### config.mk
export PLATFORM = sky130hd
export DESIGN_NAME = varredura_display
export DESIGN_NICKNAME = d
export VERILOG_FILES = /design/src/rtl/varredura_display.sv
export SDC_FILE = /design/constraint.sdc
export NUM_CORES = 1
export LEC_CHECK = 0
export ABC_AREA = 1
export BUFFER_PORTS_ARGS = -buffer_cell sky130_fd_sc_hd__buf_2
export CELL_PAD_IN_SITES_DETAIL_PLACEMENT = 1
export CELL_PAD_IN_SITES_GLOBAL_PLACEMENT = 2
export CORE_MARGIN = 1.5
export CORE_UTILIZATION = 37
export DETAILED_ROUTE_END_ITERATION = 6
export PLACE_DENSITY = 0.84
export SYNTH_ARGS = -nofsm -noshare
export SYNTH_HDL_FRONTEND = slang
export SYNTH_SLANG_ARGS = --single-unit
export TNS_END_PERCENT = 1
### constraint.sdc
create_clock -name clk -period 4.1 [get_ports clk]
set_input_delay 0.205 -clock clk [delete_from_list [all_inputs] [get_ports clk]]
set_output_delay 0.205 -clock clk [all_outputs]
set_load 0.03 [all_outputs]
### src/rtl/varredura_display.sv
// rtl/varredura_display.sv - time-multiplexed N-digit 7-segment scanner with frame-aligned loads
module varredura_display #(
  parameter int NUM_DIGITOS = 4,
  parameter int DIV_REFRESH = 50000
) (
  input  logic                       clk,
  input  logic                       rst_n,
  input  logic [4*NUM_DIGITOS-1:0]   valor,
  input  logic                       carregar,
  input  logic                       habilitar,
  input  logic                       apagar_zeros,
  output logic [3:0]                 digito,
  output logic [NUM_DIGITOS-1:0]     anodo,
  output logic                       pendente
);

  localparam int CW = (DIV_REFRESH > 1) ? $clog2(DIV_REFRESH) : 1;
  localparam int IW = $clog2(NUM_DIGITOS);
  localparam logic [CW-1:0] CONT_MAX = CW'(DIV_REFRESH - 1);
  localparam logic [IW-1:0] IND_MAX  = IW'(NUM_DIGITOS - 1);

  logic [CW-1:0]              r_cont;
  logic [IW-1:0]              r_indice;
  logic [4*NUM_DIGITOS-1:0]   r_exib;
  logic [4*NUM_DIGITOS-1:0]   r_espera;
  logic                       r_pendente;
  logic [3:0]                 r_digito;
  logic [NUM_DIGITOS-1:0]     r_anodo;

  logic                       w_tick;
  logic                       w_fronteira;
  logic                       w_apaga;
  logic [3:0]                 w_nibble;
  logic [NUM_DIGITOS-1:0]     w_anodo;

  assign w_tick      = habilitar && (r_cont == CONT_MAX);
  assign w_fronteira = w_tick && (r_indice == IND_MAX);

  // A slot is blank only if it and every more-significant nibble are zero.
  always_comb begin
    w_nibble = 4'h0;
    w_apaga  = apagar_zeros && (r_indice != '0);
    for (int i = 0; i < NUM_DIGITOS; i++) begin
      if (IW'(i) == r_indice)
        w_nibble = r_exib[4*i +: 4];
      if ((IW'(i) >= r_indice) && (r_exib[4*i +: 4] != 4'h0))
        w_apaga = 1'b0;
    end
    if (!habilitar || w_apaga)
      w_anodo = '1;
    else
      w_anodo = ~({{(NUM_DIGITOS-1){1'b0}}, 1'b1} << r_indice);
  end

  always_ff @(posedge clk or negedge rst_n) begin
    if (!rst_n) begin
      r_cont   <= '0;
      r_indice <= '0;
    end else if (w_tick) begin
      r_cont   <= '0;
      r_indice <= (r_indice == IND_MAX) ? '0 : r_indice + 1'b1;
    end else if (habilitar) begin
      r_cont   <= r_cont + 1'b1;
    end
  end

  // A load landing on the boundary bypasses espera and wins over any older pending value.
  always_ff @(posedge clk or negedge rst_n) begin
    if (!rst_n) begin
      r_exib     <= '0;
      r_espera   <= '0;
      r_pendente <= 1'b0;
    end else if (w_fronteira) begin
      if (carregar)
        r_exib <= valor;
      else if (r_pendente)
        r_exib <= r_espera;
      r_pendente <= 1'b0;
    end else if (carregar) begin
      r_espera   <= valor;
      r_pendente <= 1'b1;
    end
  end

  always_ff @(posedge clk or negedge rst_n) begin
    if (!rst_n) begin
      r_digito <= 4'h0;
      r_anodo  <= '1;
    end else begin
      r_digito <= w_nibble;
      r_anodo  <= w_anodo;
    end
  end

  assign digito   = r_digito;
  assign anodo    = r_anodo;
  assign pendente = r_pendente;

endmodule

==> impl_metrics.csv <==
group,metric,value,unit
outcome,status,"complete, but fails checks",
outcome,violations,"hold timing",
drt,drt_first_pass_iters,4,
final_layout,final_cell_mix,"nand2_1, inv_1, dfrtp_1, nand3_1, nor2_1",
drt,drc,0,
global_routing,grt_max_degree,60,
die,row_count,33,
sta,rsz0062_at_grt,"false",
sta,period_share,43.5,%
yosys,syn_inst,417,
yosys,synthTopCellsByArea,"dfrtp_1, nand2_1, inv_1",
global_routing,met3_usage,2.87,%
drt,via_count,2641,
die,die_y,95.4,um
sta,period_needed,1.78,ns
global_routing,grt_pass1_vias,2684,
global_routing,antenna_found_initial,0,
final_layout,antenna_cells,0,
critical_path,cp_top_family,"simple AND/OR/NAND/NOR gates",
critical_path,arrival,2.06,ns
die,die_width,95.4,um
drt,first_iter_violations,105,
cts,cts_buffers,9,
sta,tns,0,ns
cts,clk_latency,0.35,ns
min_path,hold_path_class,"in2async",
sta,max_freq,561,MHz
pwr,ir_worst_vdd,151,uV
yosys,seq_area_frac_synth,46.9,%
critical_path,start_kind,"flop",
critical_path,end_kind,"flop",
drt,routed_wl,7.55,mm
die,start_util,38.3,%
yosys,synthesis.area,3160,um2
sta,worst_pin_slew,0.778,ns
critical_path,criticalPathCategory,"reg2reg",
cts,ctsHoldBuffers,0,
yosys,yosys_warnings,0,
cts,htreeDepth,3,
critical_path,worstPathMaxFanout,18,
cts,cts_setup_buffers,0,
global_routing,grtUsageMet1,27.5,%
final_layout,final_common_cell,"nand2_1",
die,core-area,8260,um2
final_layout,final_area,3610,um2
sta,skew,0.00719,ns
pwr,p_leak,1.89,nW
yosys,ys_types,28,
placed_design,hpwl,5.35,mm
sta,setup_viol,0,
critical_path,path_buf_inv,1,
final_layout,fin_nets,471,
sta,hold_viol_final,2,
die,ios,30,
final_layout,regArea,1480,um2
yosys,syn_nets,444,
drt,ant_nets,0,
placed_design,place.gp.congestion,0.784,
die,die_area,9100,um2
global_routing,grt_overflow,0,
cts,cts_buffer_depth,2,
yosys,avgSynthCellArea,7.58,um2
critical_path,slowest_stage,"dfrtp_1",
critical_path,path_cells,"ha_1 -> nand2_1 -> clkinv_1 -> nand2_1 -> nor2_4 -> nand3_4 -> nand2_4 -> nand2_1 -> nand2_1",
global_routing,grt_pass1_wl,13.1,mm
global_routing,top_usage_layer,"met2",
yosys,ys_ff_latch,59,
sta,max_slew_margin,48.1,%
cts,clkSinkCount,59,
critical_path,required,4.38,ns
final_layout,nFillCells,1068,
pwr,p_per_area,424,nW/um2
sta,slew_viol_final,0,
cts,clk_pin_slew,0.07,ns
placed_design,io_buffers,29,
sta,hold_ws,-0.00194,ns
critical_path,slowest_delay,0.39,ns
cts,tritoncts,"done",
yosys,synth_top_area_share,43.6,%
critical_path,path_common_cell,"nand2_1",
cts,root_buffer,"clkbuf_8",
global_routing,grt.total_usage,19.0,%
cts,post_cts_resized,0,
final_layout,layout-drive-gt1-share,15.4,%
final_layout,syn2layout_area_growth,14.4,%
final_layout,multiInputGateArea,1380,um2
yosys,synth_top_area_cell,"dfrtp_1",
global_routing,grtUsageMet2,28.3,%
drt,vias_per_cell,4.77,
placed_design,placed_cell_area,3370,um2
flow_run,maxCapViolCount,0,
drt,wl_per_cell,13.6,um
==> stage by stage <==
stage	setup slack [ns]	hold WS [ns]	power (mW)	cells	util, %
5_1_grt	2.10	0.0836	1.61	554	43.8
4_1_cts	2.26	0.0463	1.55	554	43.8
3_5_place_dp	2.07	0.421	0.883	538	40.8
3_3_place_gp	2.16	0.417	0.873	538	40.8
2_1_floorplan	2.68	-0.0906	0.812	417	-
6_report	2.32	-0.00194	1.53	554	43.8
==> Yosys cell counts, drive strengths merged <==
master / number
dfrtp: 55
or2: 2
a21oi: 8
clkinv: 1
o21ai: 25
o211ai: 2
ha: 6
dfstp: 4
xor2: 3
a31oi: 1
inv: 56
nor2: 36
buf: 10
nand3: 41
clkbuf: 6
nor3: 3
nand2: 137
nand4: 21
==> routing by layer <==
metal | share of wire [%] | up-vias
li1 | - | 1367
met1 | 51 | 1229
met2 | 44 | 33
met3 | 2.5 | 12
met4 | 1.8 | 0
met5 | 0 | -
==> worst paths after layout <==
| path | from | end | slack, ns | depth (start not counted) |
|---|---|---|---|---|
| max | r_cont[1] | r_espera[2] | 2.32 | 9 |
| min | rst_n | r_cont[4] | -0.002 | 2 |
| max reg2reg | r_cont[1] | r_espera[2] | 2.32 | 9 |
| min reg2reg | r_espera[0] | r_espera[0] | 0.47 | 2 |
| max in group asynchronous | rst_n | r_cont[10] | 3.56 | 2 |
| min in group clk | valor[11] | r_espera[11] | 0.10 | 3 |
==> final cells by class <==
| type | count | area share [%] |
|---|---|---|
| inverters | 57 | 5.92 |
| repair buffers | 32 | 4.64 |
| flip-flops and latches | 59 | 41.0 |
| well taps | 105 | 3.63 |
| clock buffers | 11 | 3.91 |
| multi-input cells | 285 | 38.1 |
| clock inverters | 5 | 2.77 |
==> kinds of logic (layout without fill, tap and decap cells) <==
family / after synthesis / count (layout) / share of synthesized area, %
buffers and inverters: 73 / 105 / 9.47
flip-flops: 59 / 59 / 46.9
AO/OA/AOI/OAI: 36 / 36 / 5.90
adder cells (fa/ha/maj): 6 / 6 / 2.38
XOR/XNOR: 3 / 3 / 0.832
AND/OR/NAND/NOR: 240 / 240 / 34.5
==> report_power, final <==
group,internal (mW),total (mW),switching [mW],leakage (nW)
clock,0.419,0.665,0.246,0.123
sequential,0.631,0.686,0.0550,0.733
combinational,0.0659,0.182,0.116,1.03
total,1.12,1.53,0.418,1.89
==> registers in the layout (all words and copies together), names as in the netlist <==
| signal | cells |
|---|---|
| r_espera | 16 |
| pendente | 1 |
| digito | 4 |
| r_cont | 16 |
| anodo | 4 |
| r_indice | 2 |
| r_exib | 16 |
==> worst reg2reg max path: stages (launching register included) <==
cell and delay (ns):
dfrtp_1 0.39, ha_1 0.21, nand2_1 0.09, clkinv_1 0.05, nand2_1 0.09, nor2_4 0.20
nand3_4 0.24, nand2_4 0.30, nand2_1 0.08, nand2_1 0.07
Note: power is estimated with default switching activity, not from simulation.
